<file path="src/rtl/ks_seq_pkg.sv">
// Shared definitions for the PRESENT-80 key-schedule sequencer.
package ks_seq_pkg;

    localparam int KEY_W = 80;
    localparam int RK_W  = 64;
    localparam int NRK   = 32;
    localparam int CNT_W = 5;

    typedef enum logic [1:0] {
        IDLE = 2'd0,
        RUN  = 2'd1,
        DONE = 2'd2
    } state_t;

endpackage

</file>
<file path="src/rtl/ks_seq_kr.sv">
// One PRESENT-80 key-round update: rotate left 61, S-box on the top nibble,
// XOR the round counter into bits [60:64] (bit 0 is the MSB throughout).
module kr
    import ks_seq_pkg::*;
(
    input  logic [0:KEY_W-1] kinp,
    input  logic [CNT_W-1:0] cnt,
    output logic [0:KEY_W-1] kout
);

    logic [0:KEY_W-1] w_rot;
    logic [0:3]       w_sb;

    assign w_rot = {kinp[61:KEY_W-1], kinp[0:60]};

    // PRESENT S-box applied to the leading nibble of the rotated key
    always_comb begin
        w_sb = 4'hC;
        case (w_rot[0:3])
            4'h0: w_sb = 4'hC;
            4'h1: w_sb = 4'h5;
            4'h2: w_sb = 4'h6;
            4'h3: w_sb = 4'hB;
            4'h4: w_sb = 4'h9;
            4'h5: w_sb = 4'h0;
            4'h6: w_sb = 4'hA;
            4'h7: w_sb = 4'hD;
            4'h8: w_sb = 4'h3;
            4'h9: w_sb = 4'hE;
            4'hA: w_sb = 4'hF;
            4'hB: w_sb = 4'h8;
            4'hC: w_sb = 4'h4;
            4'hD: w_sb = 4'h7;
            4'hE: w_sb = 4'h1;
            4'hF: w_sb = 4'h2;
            default: w_sb = 4'hC;
        endcase
    end

    // Assemble the updated key: substituted nibble and counter injection
    always_comb begin
        kout         = w_rot;
        kout[0:3]    = w_sb;
        kout[60:64]  = w_rot[60:64] ^ cnt;
    end

endmodule

</file>
<file path="src/rtl/ks_seq.sv">
// Round-key sequencer: loads an 80-bit master key and streams NRK round keys
// over a valid/ready handshake, one per cycle while the consumer is ready.
module ks_seq
    import ks_seq_pkg::KEY_W, ks_seq_pkg::CNT_W, ks_seq_pkg::state_t;
    import ks_seq_pkg::IDLE, ks_seq_pkg::RUN, ks_seq_pkg::DONE;
#(
    parameter int NRK = ks_seq_pkg::NRK,
    parameter int RKW = ks_seq_pkg::RK_W
)(
    input  logic             clk,
    input  logic             rstn,
    input  logic [0:KEY_W-1] key_in,
    input  logic             start,
    input  logic             abort,
    input  logic             rk_ready,
    output logic [0:RKW-1]   rk,
    output logic [0:4]       rk_idx,
    output logic             rk_valid,
    output logic             busy,
    output logic             done
);

    localparam logic [CNT_W-1:0] LAST_IDX = CNT_W'(NRK - 1);

    state_t           r_state;
    logic [0:KEY_W-1] r_key;
    logic [CNT_W-1:0] r_idx;

    logic [CNT_W-1:0] w_cnt;
    logic [0:KEY_W-1] w_next_key;
    logic             w_xfer;

    assign w_cnt  = r_idx + 5'd1;
    assign w_xfer = (r_state == RUN) && rk_ready;

    kr u_kr (
        .kinp (r_key),
        .cnt  (w_cnt),
        .kout (w_next_key)
    );

    // Sequencer state, key register and index; abort overrides any transfer
    always_ff @(posedge clk or negedge rstn) begin
        if (!rstn) begin
            r_state <= IDLE;
            r_key   <= '0;
            r_idx   <= '0;
        end else begin
            case (r_state)
                IDLE: begin
                    if (start && !abort) begin
                        r_key   <= key_in;
                        r_idx   <= '0;
                        r_state <= RUN;
                    end
                end
                RUN: begin
                    if (abort) begin
                        r_state <= IDLE;
                    end else if (w_xfer) begin
                        if (r_idx == LAST_IDX) begin
                            r_state <= DONE;
                        end else begin
                            r_key <= w_next_key;
                            r_idx <= w_cnt;
                        end
                    end
                end
                DONE: begin
                    r_state <= IDLE;
                end
                default: begin
                    r_state <= IDLE;
                end
            endcase
        end
    end

    assign rk       = r_key[0:RKW-1];
    assign rk_idx   = r_idx;
    assign rk_valid = (r_state == RUN);
    assign busy     = (r_state != IDLE);
    assign done     = (r_state == DONE);

endmodule

</file>
<file path="config.mk">
export PLATFORM = sky130hd
export DESIGN_NAME = ks_seq
export DESIGN_NICKNAME = d
export VERILOG_FILES = /design/src/rtl/ks_seq_pkg.sv /design/src/rtl/ks_seq_kr.sv /design/src/rtl/ks_seq.sv
export SDC_FILE = /design/constraint.sdc
export NUM_CORES = 1
export LEC_CHECK = 0
export BUFFER_PORTS_ARGS = -buffer_cell sky130_fd_sc_hd__buf_4
export CORE_ASPECT_RATIO = 1.1
export CORE_MARGIN = 5
export CORE_UTILIZATION = 35
export CTS_CLUSTER_DIAMETER = 40
export DETAILED_ROUTE_END_ITERATION = 16
export SYNTH_ARGS = -nofsm -noshare
export SYNTH_HDL_FRONTEND = slang
export SYNTH_SLANG_ARGS = --single-unit
</file>
<file path="constraint.sdc">
create_clock -name clk -period 2.6 [get_ports clk]
set_input_delay 0.13 -clock clk [delete_from_list [all_inputs] [get_ports clk]]
set_output_delay 0.13 -clock clk [all_outputs]
set_load 0.01 [all_outputs]
</file>
======== After elaboration in Yosys (flattened, before gate mapping) ========
Memories as Yosys holds them, arrays and structs flattened.
Cells that the tools add are included.
W data, S select, Z words.
storage, ports and cells
  register bits ........................... 87
  ROM bits ................................ 64
  input bits .............................. 85
  output and inout bits ................... 72
  logic and storage cells ................. 38
  memories kept ........................... 1
memory list
  memory           words  bits a word  read ports  clocked after memory_dff  write ports  RTL line         text
  (no name shown)  16     4            1           0                         0            ks_seq_kr.sv:19  case (w_rot[0:3])
cells by class
  add/subtract/negate cells ............... 1
  equality and inequality tests ........... 9
  multiplexer cells ....................... 15
  bitwise logic cells ..................... 1
  reductions and logical operators ........ 8
operators with widths
  cell                   count
  $mux W80               4
  $pmux W80 S2           1
  $mux W5                4
  $pmux W5 S2            1
  $mux W2                4
  $ne A2 B2 Y1 const B   3
  $ne A3 B2 Y1 const B   2
  $add A5 B1 Y5 const B  1
  $eq A5 B5 Y1 const B   1
  $reduce_and A5 Y1      1
  $xor A5 B5 Y5          1
  $pmux W2 S2            1
  $reduce_bool A2 Y1     2
  $reduce_and A3 Y1      1
  $eq A2 B1 Y1 const B   1
  $eq A2 B2 Y1 const B   1
  $logic_and A1 B1 Y1    2
  $logic_not A2 Y1       1
  $ne A2 B1 Y1 const B   1
  $logic_not A1 Y1       1

======== Logic depth before layout (Yosys ltp) ========
Gate-level depths: netlist (run 1).
  depth after elaboration ................. 6
  mapped depth ............................ 9
  depth with buffers taken out ............ 7

======== Hierarchy ========
From an unflattened synthesis (run 1), not the netlist that was laid out.
unflattened totals
  cells, all modules ...................... 452
  area, all modules ....................... 5666.7 um^2
by module, submodules not included
  module  instances  cells each  area an instance (um^2)  seq. area each (um^2)
  ks_seq  1          358         4911.0                   2177.1
  kr      1          94          755.7                    0.0

======== Worst setup path before layout (run 1) ========
Ideal clock, no wire load.
  path type ............................... register to register
  start ................................... register r_idx[0], in the netlist rk_idx[4]
  end ..................................... register r_idx[3], in the netlist rk_idx[1]
  library setup time ...................... 0.121 ns
  arrival ................................. 1.994 ns
  required time ........................... 2.479 ns
  setup slack ............................. 0.486 ns
  stages on the path, launching flop included .. 8
  path buffers ............................ 0
  period minus slack after synthesis ...... 2.114 ns
  cells stage by stage .................... dfrtp_1 ha_1 and3_1 ha_1 nand3b_1 a211o_1 a21o_1 a22o_1
between the ends
  word-level cells in the longest chain between the ends .. 5
  elaborated cells on any way between the ends .. 8
  those cells by class .................... add/sub: 1; eq/ne: 2; mux: 4; reduce/logical: 1
ends and longest elaborated chain
  element                 RTL line      text
  start, declared         ks_seq.sv:27  logic [CNT_W-1:0] r_idx;
  start signal, assigned  ks_seq.sv:65  r_idx <= w_cnt;
  $add A5 B1 Y5           ks_seq.sv:33  assign w_cnt = r_idx + 5'd1;
  $mux W5                 ks_seq.sv:61  if (r_idx == LAST_IDX) begin
  $mux W5                 ks_seq.sv:60  end else if (w_xfer) begin
  $mux W5                 ks_seq.sv:58  if (abort) begin
  $pmux W5 S2             ks_seq.sv:49  case (r_state)
Several ways; a longest one is shown, not always the timed one. The select of a mux whose other input is x is not followed.
A chain may end at the register's enable or synchronous reset.

======== Final worst setup path (run 1) ========
  start ................................... register r_idx[0], in the netlist rk_idx[4]
  end ..................................... register r_key[68] in the netlist's numbering
between the ends
  word-level cells in the longest chain between the ends .. 3
ends and longest elaborated chain
  element                      RTL line      text
  $eq A5 B5 Y1                 ks_seq.sv:61
  $ne A2 B2 Y1 (no line)       n/a
  $reduce_and A5 Y1 (no line)  n/a
  end signal, assigned         ks_seq.sv:52  r_key <= key_in;
  end signal, assigned         ks_seq.sv:64  r_key <= w_next_key;
  end, declared                ks_seq.sv:26  logic [0:KEY_W-1] r_key;
Every way passes these cells.

==> flow_summary.yaml, run 1 <==
synthesis:
  ys_seq_elements: 87
  synth_fp_nets: 656
  synth.top_cell.area_share: 0.466
  synth.area.top_cells: "dfrtp_1, nand2_1, buf_4"
  synth_top_area_cell: "dfrtp_1"
  synthDistinctLibCells: 33
  netlist_area_um2: 4670
  synth_edf_count: 0
  yosysSeqAreaShare: 0.466
  synth.most_common_cell: "nand2_1"
  synth_commonest_cells: "nand2_1, dfrtp_1, nor2_1"
  avgSynthCellArea_um2: 8.29
  synth-main-ff-cell: "dfrtp_1"
  async_flop_share: 1.00
  netlist_instances: 564
  ys_warn_count: 0
power_and_ir_drop:
  p_leak_nw: 2.76
  switching_share: 0.313
  seq_power_share: 0.412
  ir_worst_vdd_v: 0.000323
  p_comb_frac: 0.273
  switchingPower_mw: 1.47
  p_per_area_nw_per_um2: 799
  p_clk_frac: 0.315
  p_int_mw: 3.22
clocking:
  numCtsBuffers: 9
  cts_max_level: 3
  post_cts_resize_count: 0
  clock_latency_ns: 0.35
  clock-sinks: 87
  cts_tree: "built"
  clk_pin_slew_ns: 0.07
  root_buffer: "clkbuf_16"
  cts_buffer_depth: 2
setup_path:
  reg2regPathDepth: 8
  end_kind: "flip-flop"
  worstPathMaxFanout: 94
  critPathKind: "reg -> reg"
  worst_setup_path_start_kind: "flip-flop"
  crit_arrival_ns: 2.60
  required_ns: 2.86
global_route:
  grtUsageTotal: 0.167
  grt_pass1_vias: 4009
  grt_pass1_wl_mm: 21.2
  grt_overflow: 0
  grt_max_degree: 95
  antenna_found_initial: 0
finish:
  final_cells: 806
  drive_gt1_frac: 0.285
  syn_to_final_growth_pct: 25.5
  diodes: 0
  fin_nets: 733
  nFillCells: 1319
sta:
  tns_ns: 0
  period_share: 0.899
  max_freq_mhz: 428
  holdWs_ns: 0.0409
  finalMaxSlewViolations: 0
  min_period_ns: 2.34
  hold_violations: 0
  grt_setup_unrepaired: "no"
  setup_violations: 0
  tightest_slew_ns: 0.538
  slew_headroom: 0.638
  skew_ns: 0.00864
floorplan:
  initial_core_util: 0.355
  die-area_um2: 15800
  die_y_um: 131
  rows: 44
  io-pin-count: 157
  core_area_um2: 13200
  dieWidth_um: 120
worst_hold_path:
  worstHoldPathCells: 3
  worstHoldPathType: "in -> reg"
placed_design:
  place.port_buffers: 156
  post-place-cells: 789
  gp_congestion: 0.814
  dp.final_hpwl_mm: 9.57
detailed_routing:
  first_iter_violations: 336
  wl_per_cell_um: 16.1
  drc: 0
  vias_per_cell: 5.00
  dr_total_vias: 4028
  wirelength_mm: 13.0
  drt_first_pass_iters: 5
  antenna_left: 0
job:
  cap_violations: 0
status:
  status: "finished clean"
-- flip-flops by register name, indices dropped and copies added (netlist names) --
name and cells:
rk_idx 5, r_key 80, r_state 2
-- critical path: stages (launching register included) --
cell,delay (ns)
dfrtp_1,0.45
ha_1,0.28
and3_1,0.20
ha_1,0.18
nand3b_1,0.26
a21boi_4,0.27
buf_12,0.34
nor2_1,0.09
a31oi_1,0.17
-- path summary, 6_finish.rpt --
check	start	endpoint	slack [ns]
max	rk_idx[4]$_DFFE_PN0P_	r_key[68]$_DFFE_PN0P_	0.26
min	key_in[12]	r_key[12]$_DFFE_PN0P_	0.04
max reg2reg	rk_idx[4]$_DFFE_PN0P_	r_key[68]$_DFFE_PN0P_	0.26
min reg2reg	r_key[60]$_DFFE_PN0P_	r_key[60]$_DFFE_PN0P_	0.52
max in group asynchronous	rstn	r_key[54]$_DFFE_PN0P_	1.65
min in group asynchronous	rstn	r_key[57]$_DFFE_PN0P_	0.31
-- kinds of logic (layout without fill, tap and decap cells) --
kind of cell / after synthesis / count (layout) / share of synthesized area
mux: 1 / 1 / 0.00482
buf+inv: 104 / 185 / 0.145
xor+xnor: 7 / 7 / 0.0131
flops: 87 / 87 / 0.466
fa+ha+maj: 7 / 7 / 0.0187
compound gates: 103 / 103 / 0.140
simple gates: 255 / 255 / 0.212
-- area by class of cell --
type	count	area (um^2)	area share
Clock buffer	9	225	0.0384
Clock inverter	6	110	0.0188
Inverter	4	15.0	0.00256
Multi-Input combinational cell	373	1830	0.313
Sequential cell	87	2180	0.371
Tap cell	161	201	0.0344
Timing Repair Buffer	166	1300	0.222
-- power groups by stage --
stage / clock [mW] / combinational [mW] / sequential (mW)
global route: 1.57 / 1.42 / 1.98
finish: 1.47 / 1.28 / 1.93
floorplan: 0 / 1.01 / 1.84
global placement: 0 / 1.27 / 1.95
detailed placement: 0 / 1.30 / 1.96
CTS: 1.50 / 1.30 / 1.94
-- cell usage in the layout (no fill, tap or decap) --
cell	n
buf_4	160
nand2_1	156
dfrtp_1	87
nor2_1	84
a31oi_1	73
o21ai_0	12
clkbuf_16	9
ha_1	7
xnor2_1	5
a211oi_1	5
nor2b_1	4
buf_12	4
inv_1	3
a21oi_1	3
nor3_1	3
bufinv_16	3
xor2_1	2
o211ai_1	2
a21o_1	2
a22o_1	2
clkinvlp_4	2
dlygate4sd3_1	2
nand2b_4	1
inv_2	1
and3_1	1
or2_2	1
nand2b_1	1
nand3b_1	1
a21boi_4	1
a211o_1	1
nand3_1	1
o311a_1	1
mux4_2	1
or3_1	1
nor3b_1	1
o31ai_1	1
clkinv_2	1
-- per-layer routing --
layer | vias to the layer above | GRT usage | wire, um
li1 | 1963 | - | -
met1 | 1927 | 0.223 | 5660
met2 | 122 | 0.266 | 6390
met3 | 16 | 0.0378 | 729
met4 | 0 | 0.0579 | 212
met5 | - | 0 | 0
-- through the flow --
step | utilization | instance area, um^2 | total power [mW] | worst slack, ns
final | 0.446 | 5860 | 4.69 | 0.261
after global routing | 0.446 | 5860 | 4.97 | 0.0379
after detailed placement | 0.419 | 5510 | 3.26 | 0.263
after CTS | 0.446 | 5860 | 4.74 | 0.249
after global placement | 0.419 | 5510 | 3.22 | 0.366
after floorplan | - | 4670 | 2.85 | 0.486
-- timing repair --
action	in CTS	in global routing
endpoints found under the hold margin	40	0
buffers inserted	0	0
hold buffers	2	0
(Power assumes the default switching activity.)
==> run 2: changes to the inputs <==
--- a/config.mk
+++ b/config.mk
@@ -11,6 +11,7 @@
 export CORE_UTILIZATION = 35
 export CTS_CLUSTER_DIAMETER = 40
 export DETAILED_ROUTE_END_ITERATION = 16
+export RECOVER_POWER = 50
 export SYNTH_ARGS = -nofsm -noshare
 export SYNTH_HDL_FRONTEND = slang
 export SYNTH_SLANG_ARGS = --single-unit
==> run 2 against run 1 <==
  * First-iteration DRC count fell by 3.0%
  * Clock power barely moved
  * Via count fell by 0.89%
  * Utilization fell by 1.7 points
  * Design area fell by 3.8%
  * Sequential share of layout area rose by 1.5 points
  * Flip-flop and latch count did not move
  * Register-to-register slack barely moved
  * Clock skew fell by 0.00088 ns
  * Largest power group unchanged
  * Highest routed layer unchanged
==> flow_summary.yaml, run 2 (same netlist as run 1, synthesis figures left out) <==
status:
  status: "finished clean"
power_and_ir_drop:
  ir_worst_vdd_v: 0.000322
  p_leak_nw: 2.56
  p_per_area_nw_per_um2: 801
floorplan:
  io-pin-count: 157
  core_area_um2: 13200
  die-area_um2: 15800
  rows: 44
  die_y_um: 131
  dieWidth_um: 120
  initial_core_util: 0.355
global_route:
  grt_pass1_vias: 4009
  grt_max_degree: 95
  grt_overflow: 0
  grt_pass1_wl_mm: 21.2
  grtUsageTotal: 0.167
  antenna_found_initial: 0
job:
  cap_violations: 0
detailed_routing:
  dr_total_vias: 3992
  first_iter_violations: 326
  antenna_left: 0
  drc: 0
  vias_per_cell: 4.95
  drt_first_pass_iters: 5
  wl_per_cell_um: 16.1
  wirelength_mm: 13.0
clocking:
  clock-sinks: 87
  clock_latency_ns: 0.34
  cts_max_level: 3
  cts_hold_buf: 2
  numCtsBuffers: 9
  root_buffer: "clkbuf_16"
  post_cts_resize_count: 0
  cts_tree: "built"
  cts_setup_buffers: 0
  clk_pin_slew_ns: 0.07
  cts_buffer_depth: 2
finish:
  fin_nets: 733
  top_register: "r_key"
  diodes: 0
  syn_to_final_growth_pct: 20.7
  largest_reg_flops: 80
  final_common_cell: "nand2_1"
  fin_util: 0.429
  mostFrequentLayoutCells: "nand2_1, buf_4, dfrtp_1"
  drive_gt1_frac: 0.200
sta:
  finalMaxSlewViolations: 0
  period_share: 0.902
  tightest_slew_ns: 1.08
  max_freq_mhz: 426
  slew_headroom: 0.277
  tns_ns: 0
  min_period_ns: 2.35
  setup_violations: 0
  skew_ns: 0.00775
  hold_violations: 0
  grt_setup_unrepaired: "no"
placed_design:
  gp_congestion: 0.814
  dp.final_hpwl_mm: 9.57
  place.port_buffers: 156
setup_path:
  critPathKind: "reg -> reg"
  crit_arrival_ns: 2.60
  slowest_stage: "dfrtp_1"
  worstPathCellList: "ha_1 > and3_1 > ha_1 > nand3b_1 > a21boi_4 > buf_12 > nor2_1 > a31oi_1"
  worstPathMaxFanout: 94
  end_kind: "flip-flop"
  required_ns: 2.86
  cp_common_cell: "ha_1"
  crit_path_max_incr_delay_ns: 0.45
  worst_setup_path_start_kind: "flip-flop"
worst_hold_path:
  worstHoldPathType: "in -> reg"
run 2: cell types whose count changed in the layout (fill, tap and decap cells not counted):
cell,delta
buf_2,+1
buf_4,-56
clkbuf_1,+55
buf_12,-1
clkbuf_2,+1
run 2: routing by layer:
layer,global-route usage,part of all wire
met1,0.223,0.43
met2,0.266,0.49
met3,0.0378,0.059
met4,0.0579,0.016
met5,0,0
run 2: where the power goes:
part,total [mW],internal (mW),switching [mW]
Clock,1.47,0.932,0.535
Combinational,1.13,0.490,0.635
Sequential,1.93,1.64,0.284
Total,4.52,3.06,1.45
run 2: final cells by class:
type	count	area, um^2
clock buffers	9	225
clock inverters	6	110
fillers	1385	7520
inverters	4	15.0
multi-input cells	373	1830
flip-flops and latches	87	2180
well taps	161	201
repair buffers	166	1080
run 2: final timing paths:
kind	slack, ns	depth (start not counted)	startpoint	end
min in group asynchronous	0.49	2	rstn	r_key[57]$_DFFE_PN0P_
max in group asynchronous	0.50	3	rstn	r_key[62]$_DFFE_PN0P_
setup / recovery	0.25	8	rk_idx[4]$_DFFE_PN0P_	r_key[68]$_DFFE_PN0P_
hold / removal	0.04	3	key_in[12]	r_key[12]$_DFFE_PN0P_
setup reg to reg	0.25	8	rk_idx[4]$_DFFE_PN0P_	r_key[68]$_DFFE_PN0P_
hold reg to reg	0.52	2	r_key[60]$_DFFE_PN0P_	r_key[60]$_DFFE_PN0P_
run 2: through the flow:
step / area (um^2) / hold slack [ns] / worst slack, ns / cells / power (mW)
floorplan: 4670 / -0.166 / 0.486 / 564 / 2.85
global placement: 5510 / 0.145 / 0.366 / 789 / 3.22
detailed placement: 5510 / 0.149 / 0.263 / 789 / 3.26
CTS: 5860 / 0.0334 / 0.249 / 806 / 4.74
global route: 5640 / 0.0350 / 0.0379 / 806 / 4.81
finish: 5640 / 0.0448 / 0.255 / 806 / 4.52
run 2: worst max-delay path: cells and delay by family, from the launching register on:
family          cells  cell delay, ns
buf+inv             1            0.33
fa+ha+maj           2            0.46
flops               1            0.45
simple gates        3            0.54
compound gates      2            0.44
